File: config.mk
export PLATFORM = sky130hd
export DESIGN_NAME = ntt_in_framer_flat
export DESIGN_NICKNAME = d
export VERILOG_FILES = /design/src/rtl/ntt_in_framer_if.sv /design/src/rtl/ntt_in_framer.sv /design/src/flat_wrapper.sv
export SDC_FILE = /design/constraint.sdc
export NUM_CORES = 1
export LEC_CHECK = 0
export ABC_CLOCK_PERIOD_IN_PS = 2900
export BUFFER_PORTS_ARGS = -buffer_cell sky130_fd_sc_hd__buf_4
export CAP_MARGIN = 0
export CORE_UTILIZATION = 49
export DETAILED_ROUTE_END_ITERATION = 8
export PLACE_DENSITY = 0.76
export RECOVER_POWER = 50
export SLEW_MARGIN = 25
export SYNTH_ARGS = -nofsm -noshare
export SYNTH_HDL_FRONTEND = slang
export SYNTH_SLANG_ARGS = --single-unit
File: constraint.sdc
create_clock -name axis_clk -period 2.9 [get_ports axis_clk]
set_input_delay 0 -clock axis_clk [delete_from_list [all_inputs] [get_ports axis_clk]]
set_output_delay 0 -clock axis_clk [all_outputs]
set_load 0.03 [all_outputs]
File: src/rtl/ntt_in_framer_if.sv
`default_nettype none
// ============================================================================
// Module   : ntt_in_framer_if
// Brief    : Command, raw source and framed sink stream bundle for the framer.
// Revision : 1.0 - initial release
// ============================================================================
interface ntt_in_framer_if #(
  parameter int pDATA_WIDTH = 32
);
  logic                       cmd_valid;
  logic                       cmd_ready;
  logic [1:0]                 cmd_mode;

  logic                       src_tvalid;
  logic                       src_tready;
  logic [pDATA_WIDTH-1:0]     src_tdata;
  logic                       src_tlast;

  logic                       ss_tvalid;
  logic                       ss_tready;
  logic [pDATA_WIDTH-1:0]     ss_tdata;
  logic                       ss_tlast;
  logic [1:0]                 ss_tuser;
  logic [pDATA_WIDTH/8-1:0]   ss_tstrb;
  logic [pDATA_WIDTH/8-1:0]   ss_tkeep;

  // Framer side: consumes command and source, produces the framed stream.
  modport master (
    input  cmd_valid, cmd_mode,
    input  src_tvalid, src_tdata, src_tlast,
    input  ss_tready,
    output cmd_ready, src_tready,
    output ss_tvalid, ss_tdata, ss_tlast, ss_tuser, ss_tstrb, ss_tkeep
  );

  // Environment side: issues commands, supplies source data, sinks the frame.
  modport slave (
    output cmd_valid, cmd_mode,
    output src_tvalid, src_tdata, src_tlast,
    output ss_tready,
    input  cmd_ready, src_tready,
    input  ss_tvalid, ss_tdata, ss_tlast, ss_tuser, ss_tstrb, ss_tkeep
  );
endinterface
`default_nettype wire

File: src/rtl/ntt_in_framer.sv
`default_nettype none
// ============================================================================
// Module   : ntt_in_framer
// Brief    : Frames one mode command plus raw source data into the NTT ss_*
//            stream: header word, fixed-length payload, tlast on final beat.
//            Define NTT_FRAMER_ERR_EN to check src_tlast placement into err.
// Revision : 1.0 - initial release
// ============================================================================
module ntt_in_framer #(
  parameter int pDATA_WIDTH = 32,
  parameter int pF_WORDS    = 2048,
  parameter int pU_WORDS    = 1024,
  parameter int pCNT_W      = 12
) (
  input  wire logic              axis_clk,
  input  wire logic              axis_rst_n,
  ntt_in_framer_if.master        bus,
  output logic                   busy,
  output logic                   frame_done,
  output logic                   err,
  output logic [pCNT_W-1:0]      beat_cnt
);

  typedef enum logic [1:0] {
    S_IDLE  = 2'd0,
    S_HDR   = 2'd1,
    S_DATA  = 2'd2,
    S_DRAIN = 2'd3
  } state_t;

  localparam logic [pCNT_W-1:0] c_F_LEN = pCNT_W'(pF_WORDS);
  localparam logic [pCNT_W-1:0] c_U_LEN = pCNT_W'(pU_WORDS);
  localparam logic [pCNT_W-1:0] c_ONE   = pCNT_W'(1);

  state_t                 r_state;
  logic [pCNT_W-1:0]      r_len;
  logic [pCNT_W-1:0]      r_idx;
  logic [pCNT_W-1:0]      r_beat;
  logic [pDATA_WIDTH-1:0] r_tdata;
  logic                   r_tlast;
  logic                   r_tvalid;
  logic                   r_done;

  logic w_load_ok;
  logic w_src_ready;
  logic w_src_fire;
  logic w_ss_fire;
  logic w_cmd_fire;
  logic w_last_idx;

  // The output register may take a new beat when empty or being drained.
  assign w_load_ok   = !r_tvalid || bus.ss_tready;
  assign w_src_ready = (r_state == S_DATA) && w_load_ok;
  assign w_src_fire  = bus.src_tvalid && w_src_ready;
  assign w_ss_fire   = r_tvalid && bus.ss_tready;
  assign w_cmd_fire  = bus.cmd_valid && (r_state == S_IDLE);
  assign w_last_idx  = (r_idx == r_len - c_ONE);

  always_ff @(posedge axis_clk) begin
    if (!axis_rst_n) begin
      r_state  <= S_IDLE;
      r_len    <= '0;
      r_idx    <= '0;
      r_beat   <= '0;
      r_tdata  <= '0;
      r_tlast  <= 1'b0;
      r_tvalid <= 1'b0;
      r_done   <= 1'b0;
    end else begin
      r_done <= 1'b0;
      case (r_state)
        S_IDLE: begin
          if (bus.cmd_valid) begin
            r_len    <= bus.cmd_mode[1] ? c_U_LEN : c_F_LEN;
            r_tdata  <= {{(pDATA_WIDTH-4){1'b0}}, 2'b01, bus.cmd_mode};
            r_tlast  <= 1'b0;
            r_tvalid <= 1'b1;
            r_idx    <= '0;
            r_beat   <= '0;
            r_state  <= S_HDR;
          end
        end
        S_HDR: begin
          if (bus.ss_tready) begin
            r_tvalid <= 1'b0;
            r_state  <= S_DATA;
          end
        end
        S_DATA: begin
          if (w_src_fire) begin
            r_tdata  <= bus.src_tdata;
            r_tlast  <= w_last_idx;
            r_tvalid <= 1'b1;
            r_idx    <= r_idx + c_ONE;
            if (w_last_idx) begin
              r_state <= S_DRAIN;
            end
          end else if (w_ss_fire) begin
            r_tvalid <= 1'b0;
          end
          if (w_ss_fire) begin
            r_beat <= r_beat + c_ONE;
          end
        end
        S_DRAIN: begin
          // Only the final payload beat is pending here.
          if (w_ss_fire) begin
            r_tvalid <= 1'b0;
            r_tlast  <= 1'b0;
            r_beat   <= r_beat + c_ONE;
            r_done   <= 1'b1;
            r_state  <= S_IDLE;
          end
        end
        default: r_state <= S_IDLE;
      endcase
    end
  end

`ifdef NTT_FRAMER_ERR_EN
  logic r_err;

  always_ff @(posedge axis_clk) begin
    if (!axis_rst_n) begin
      r_err <= 1'b0;
    end else if (w_cmd_fire) begin
      r_err <= 1'b0;
    end else if (w_src_fire && (bus.src_tlast != w_last_idx)) begin
      r_err <= 1'b1;
    end
  end

  assign err = r_err;
`else
  logic w_unused_tlast;
  logic w_unused_cmd_fire;
  assign w_unused_tlast    = bus.src_tlast;
  assign w_unused_cmd_fire = w_cmd_fire;
  assign err               = 1'b0;
`endif

  assign bus.cmd_ready  = (r_state == S_IDLE);
  assign bus.src_tready = w_src_ready;
  assign bus.ss_tvalid  = r_tvalid;
  assign bus.ss_tdata   = r_tdata;
  assign bus.ss_tlast   = r_tlast;
  assign bus.ss_tuser   = 2'b00;
  assign bus.ss_tstrb   = {(pDATA_WIDTH/8){r_tvalid}};
  assign bus.ss_tkeep   = {(pDATA_WIDTH/8){r_tvalid}};
  assign busy           = (r_state != S_IDLE);
  assign frame_done     = r_done;
  assign beat_cnt       = r_beat;

endmodule
`default_nettype wire

File: src/flat_wrapper.sv
// flat-port wrapper written by rule: the top's interface ports become plain ports
module ntt_in_framer_flat 
#(
  parameter int pDATA_WIDTH = 32,
  parameter int pF_WORDS    = 2048,
  parameter int pU_WORDS    = 1024,
  parameter int pCNT_W      = 12
)
  (axis_clk, axis_rst_n, busy, frame_done, err, beat_cnt, bus_cmd_valid, bus_cmd_mode, bus_src_tvalid, bus_src_tdata, bus_src_tlast, bus_ss_tready, bus_cmd_ready, bus_src_tready, bus_ss_tvalid, bus_ss_tdata, bus_ss_tlast, bus_ss_tuser, bus_ss_tstrb, bus_ss_tkeep);
  ntt_in_framer_if #(.pDATA_WIDTH(pDATA_WIDTH)) bus_i ();
  input  wire logic axis_clk;
  input  wire logic axis_rst_n;
  output logic busy;
  output logic frame_done;
  output logic err;
  output logic [pCNT_W-1:0] beat_cnt;
  input wire logic [$bits(bus_i.cmd_valid)-1:0] bus_cmd_valid;
  input wire logic [$bits(bus_i.cmd_mode)-1:0] bus_cmd_mode;
  input wire logic [$bits(bus_i.src_tvalid)-1:0] bus_src_tvalid;
  input wire logic [$bits(bus_i.src_tdata)-1:0] bus_src_tdata;
  input wire logic [$bits(bus_i.src_tlast)-1:0] bus_src_tlast;
  input wire logic [$bits(bus_i.ss_tready)-1:0] bus_ss_tready;
  output wire logic [$bits(bus_i.cmd_ready)-1:0] bus_cmd_ready;
  output wire logic [$bits(bus_i.src_tready)-1:0] bus_src_tready;
  output wire logic [$bits(bus_i.ss_tvalid)-1:0] bus_ss_tvalid;
  output wire logic [$bits(bus_i.ss_tdata)-1:0] bus_ss_tdata;
  output wire logic [$bits(bus_i.ss_tlast)-1:0] bus_ss_tlast;
  output wire logic [$bits(bus_i.ss_tuser)-1:0] bus_ss_tuser;
  output wire logic [$bits(bus_i.ss_tstrb)-1:0] bus_ss_tstrb;
  output wire logic [$bits(bus_i.ss_tkeep)-1:0] bus_ss_tkeep;
  assign bus_i.cmd_valid = bus_cmd_valid;
  assign bus_i.cmd_mode = bus_cmd_mode;
  assign bus_i.src_tvalid = bus_src_tvalid;
  assign bus_i.src_tdata = bus_src_tdata;
  assign bus_i.src_tlast = bus_src_tlast;
  assign bus_i.ss_tready = bus_ss_tready;
  assign bus_cmd_ready = bus_i.cmd_ready;
  assign bus_src_tready = bus_i.src_tready;
  assign bus_ss_tvalid = bus_i.ss_tvalid;
  assign bus_ss_tdata = bus_i.ss_tdata;
  assign bus_ss_tlast = bus_i.ss_tlast;
  assign bus_ss_tuser = bus_i.ss_tuser;
  assign bus_ss_tstrb = bus_i.ss_tstrb;
  assign bus_ss_tkeep = bus_i.ss_tkeep;
  ntt_in_framer #(.pDATA_WIDTH(pDATA_WIDTH), .pF_WORDS(pF_WORDS), .pU_WORDS(pU_WORDS), .pCNT_W(pCNT_W)) u_core (.axis_clk(axis_clk), .axis_rst_n(axis_rst_n), .bus(bus_i), .busy(busy), .frame_done(frame_done), .err(err), .beat_cnt(beat_cnt));
endmodule
# Word level (Yosys, flattened, before mapping)
# Cells that the tools add are included.
[word_totals] ff_bits=73 in_bits=40 out_inout_bits=61
[classes] addsub=3 n_eq_ne=10 n_mux=25 n_reduce_logical=18
[ops] operator="$mux 32" n=2
[ops] operator="$pmux 32 s2" n=1
[ops] operator="$mux 12" n=4
[ops] operator="$pmux 12 s2" n=2
[ops] operator="$add 12x1->12 const B" n=2
[ops] operator="$eq 12x12->1" n=1
[ops] operator="$sub 12x1->12 const B" n=1
[ops] operator="$mux 2" n=5
[ops] operator="$mux 1" n=8
[ops] operator="$ne 2x1->1 const B" n=4
[ops] operator="$pmux 2 s4" n=1
[ops] operator="$reduce_and 2->1" n=3
[ops] operator="$reduce_and 3->1" n=2
[ops] operator="$reduce_bool 2->1" n=3
[ops] operator="$reduce_and 5->1" n=1
[ops] operator="$eq 2x2->1 const B" n=2
[ops] operator="$ne 2x2->1 const B" n=2
[ops] operator="$pmux 1 s4" n=1
[ops] operator="$reduce_and 4->1" n=1
[ops] operator="$logic_and 1x1->1" n=3
[ops] operator="$pmux 1 s3" n=1
[ops] operator="$reduce_bool 3->1" n=1
[ops] operator="$eq 2x1->1 const B" n=1
[ops] operator="$logic_not 2->1" n=1
[ops] operator="other kinds (3)" n=3

# Logic depth before layout (Yosys ltp)
[logic_depth] depth_word=6 ltp_mapped=10 mapped_depth_nobuf=7

# Least setup slack after synthesis
# OpenSTA, ideal clock, no wires.
[synth_timing] kind="register to register" start="register u_core.r_state[1]" end="register u_core.r_idx[11]" setup_ps=125 arrival_time_ps=2354 required_ps=2775 setup_slack_ps=420 path_stages_with_launch=10 n_path_buf=2 path_cell_list="dfxtp_1 inv_1 ha_1 buf_6 nor2b_4 buf_6 or4_4 or4_1 xor2_1 nor2_2"
[synth_between] word_cells_on_any_way=9 classes_between="eq/ne (3); mux (1); reduce/logical (5)"
[synth_lines] element="start, declared" line="ntt_in_framer.sv:35" source="state_t r_state;"
[synth_lines] element="start signal, assigned" line="ntt_in_framer.sv:61" source="r_state <= S_IDLE;"
[synth_lines] element="start signal, assigned" line="ntt_in_framer.sv:80" source="r_state <= S_HDR;"
[synth_lines] element="start signal, assigned" line="ntt_in_framer.sv:86" source="r_state <= S_DATA;"
[synth_lines] element="$logic_not 2->1 *"
[synth_lines] element="via bus_cmd_ready" line="flat_wrapper.sv:23" source="output wire logic [$bits(bus_i.cmd_ready)-1:0] bus_cmd_ready;"
[synth_lines] element="$ne 2x2->1 (no line) or $reduce_bool 2->1 (tied branches)"
[synth_lines] element="$reduce_and 3->1 (no line)"
[synth_lines] element="end signal, assigned" line="ntt_in_framer.sv:94" source="r_idx <= r_idx + c_ONE;"
[synth_lines] element="end, declared" line="ntt_in_framer.sv:37" source="logic [pCNT_W-1:0] r_idx;"
# Mark *: on every way through the listed nets, which the timed path passes. The rest lies on a longest branch.
# A chain may end at the register's enable or synchronous reset.

# Final worst setup path
[layout_timing] start="register u_core.r_state[0]" end="register u_core.r_idx[3]"
[layout_between] elab_chain_len=5 word_cells_on_any_way=9 classes_between="eq/ne (3); mux (1); reduce/logical (5)"
[layout_rtl] element="$eq 2x2->1" line="ntt_in_framer.sv:53, ntt_in_framer.sv:71"
[layout_rtl] element="$logic_and 1x1->1" line="ntt_in_framer.sv:53" source="assign w_src_ready = (r_state == S_DATA) && w_load_ok;"
[layout_rtl] element="$logic_and 1x1->1" line="ntt_in_framer.sv:54" source="assign w_src_fire = bus.src_tvalid && w_src_ready;"
[layout_rtl] element="$ne 2x1->1 (no line)"
[layout_rtl] element="$reduce_and 3->1 (no line)"
# Several ways; a longest one is shown, not always the timed one.

==> out/metrics.yaml <==
grt_pass1_vias: 2636
cp_max_fo: 38
yosysWarnings: 0
peakVddDrop_uv: 745
p_leak_nw: 1.52
antenna_found_initial: 0
pre_cts_slack_ps: 615
powerDensity_nw_per_um2: 970
ios: 101
total_power_mw: 3.72
utilization_pct: 73.2
synth_top_cells_by_count: "nand2_1 (74), dfxtp_1 (63), a21oi_1 (36), nor2_1 (25), xor2_1 (13)"
fin_nets: 500
ys_ff_latch: 63
dp.final_hpwl_um: 4130
io_buffers: 96
rsz0062_at_grt: "false"
hp-class: "in -> reg"
cts_tree: "built"
cts_buffers: 9
period_needed_ps: 2420
first_iter_violations: 162
firstDrtPassIters: 5
fmax_mhz: 413
htree_levels: 3
synthMuxAreaShare_pct: 1.09
final_cells: 528
antenna_cells: 0
status: "completed"
arrival_ps: 2680
syn-cell-area_um2: 2740
avgSynthCellArea_um2: 8.29
core_area_um2: 5240
dieArea_um2: 5900
skew_ps: 7.94
tns_ps: 0
drt_drc_violations_left: 0
layout-drive-gt1-share_pct: 14.0
synthTopCellsByArea: "dfxtp_1 (46%), nand2_1 (10%), a21oi_1 (6.6%), xor2_1 (4.2%), nor2_1 (3.4%)"
cts-root-buf: "clkbuf_8"
syn2layout_area_growth_pct: 39.9
yosysMostFrequentCell: "nand2_1"
grt_pass1_wl_um: 11400
routedWlPerCell_um: 12.9
setup_violations: 0
worst_slew_pin_slew_ps: 658
die_h_um: 76.8
finalCritPeriodShare_pct: 83.6
vias: 2713
synth_compound_area_share_pct: 11.5
yosysTopAreaCellShare_pct: 46.0
cp_data_required_time_ps: 3160
worst_slack_ps: 476
grt_max_degree: 42
ctsResizeCount: 0
initial_core_util_pct: 52.4
clk_pin_slew_ps: 70
clock_sinks: 63
grt_usage_pct: 23.8
hold_violations: 0
routed_via_density: 5.14
ys.flop_type: "dfxtp_1"
fillers: 457
clock_path_buffers: 2
worstSetupPathType: "reg -> reg"
grt_overflow: 0
die_w_um: 76.8
max_slew_margin_pct: 55.8
ant_nets: 0
gp_congestion: 0.838
yosysTopAreaCell: "dfxtp_1"
dpl.cell_count: 477
wl_um: 6800
synth_fa_ha_area_share_pct: 2.74
ys_async_sr_fraction_pct: 0
finalMaxSlewViolations: 0
yosys.area_share.simple_pct: 24.8
seq_area_frac_synth_pct: 46.0
netlist_instances: 331
cp-end-kind: "flop"
synth_xor_area_share_pct: 6.71
fp-row-count: 26
clkLatencyLatePin_ps: 330
synth_top_family_by_area: "simple AND/OR/NAND/NOR gates"
startpoint_type: "flop"
ys_types: 41
postCtsSetupRepairBufs: 0
drv_cap: 0
synth_edf_count: 0
[report_power, final]
group,total [mW],switching (mW),leakage (nW),internal [mW]
registers,1.14,0.114,0.513,1.03
clock network,0.869,0.321,0.118,0.548
logic,1.71,1.20,0.884,0.514
total,3.72,1.63,1.52,2.09
[layout by cell type (no fill, tap or decap), drive strengths merged, types with 3 or more instances in the layout]
cell type	Yosys	layout
and4	3	3
nand3	12	12
or3	3	3
xor2	13	13
ha	6	6
a21oi	36	36
buf	18	43
nor2	26	26
nand2	74	74
xnor2	8	8
conb	1	3
dfxtp	63	63
nor3	6	6
nor2b	3	3
mux2i	3	3
o21ai	7	7
a21boi	3	3
inv	7	7
or4	3	3
clkbuf	10	71
nand4	8	8
dlygate4sd3	0	36
[area by class of cell]
class | instances | area, µm² | share of cell area (%)
Multi-Input combinational cell | 235 | 1310 | 34.2
Clock buffer | 12 | 165 | 4.31
Tap cell | 70 | 87.6 | 2.28
Clock inverter | 3 | 65.1 | 1.70
Timing Repair Buffer | 138 | 917 | 23.9
Inverter | 7 | 26.3 | 0.685
Sequential cell | 63 | 1260 | 32.9
[final timing paths]
| check | depth (start not counted) | end | slack, ps | start |
|---|---|---|---|---|
| min reg2reg | 2 | u_core.bus.ss_tdata[6] | 460 | u_core.bus.ss_tdata[6] |
| min | 4 | u_core.bus.ss_tdata[0] | 30 | bus_cmd_mode[0] |
| max | 8 | u_core.r_idx[3] | 480 | u_core.r_state[0] |
| max reg2reg | 8 | u_core.r_idx[3] | 480 | u_core.r_state[0] |
[state kept, by name, summed over array words and instances, names as in the netlist]
| signal | flops |
|---|---|
| u_core.frame_done | 1 |
| u_core.r_len | 2 |
| u_core.bus.ss_tvalid | 1 |
| u_core.beat_cnt | 12 |
| u_core.bus.ss_tdata | 32 |
| u_core.r_idx | 12 |
| u_core.bus.ss_tlast | 1 |
| u_core.r_state | 2 |
[critical path, cell delays in order (launching register included)]
cell      delay, ps
dfxtp_1         330
inv_1           120
ha_1            210
clkbuf_1        330
nor2_1          130
or4_4           430
buf_4           260
or3_1           380
a21oi_1         150
[what timing repair did]
action | 4_1_cts | 5_1_grt
endpoints found under the setup margin | 0 | 0
hold buffers | 36 | 0
hold endpoints to repair | 34 | 0
[cells by family after synthesis]
| logic type | after synthesis |
|---|---|
| AOI/OAI and AO/OA | 55 |
| adders and majority gates | 6 |
| and+or+nand+nor | 147 |
| other | 1 |
| buffers and inverters | 35 |
| xor gates and xnor gates | 21 |
| DFF | 63 |
| muxes | 3 |
[layer usage]
layer / GRT usage, % / wire, µm
met5: 0 / 0
met2: 42.8 / 3310
met3: 5.36 / 405
met4: 10.4 / 125
met1: 26.7 / 2950
[per-stage QoR]
step / hold WS, ps / cell area [µm²]
after floorplan: 136 / 2750
after global placement: 248 / 3470
after detailed placement: 259 / 3470
after CTS: 10.1 / 4060
after global routing: 34.7 / 3840
final: 29.3 / 3840
Power figures use the tool's default switching activity.
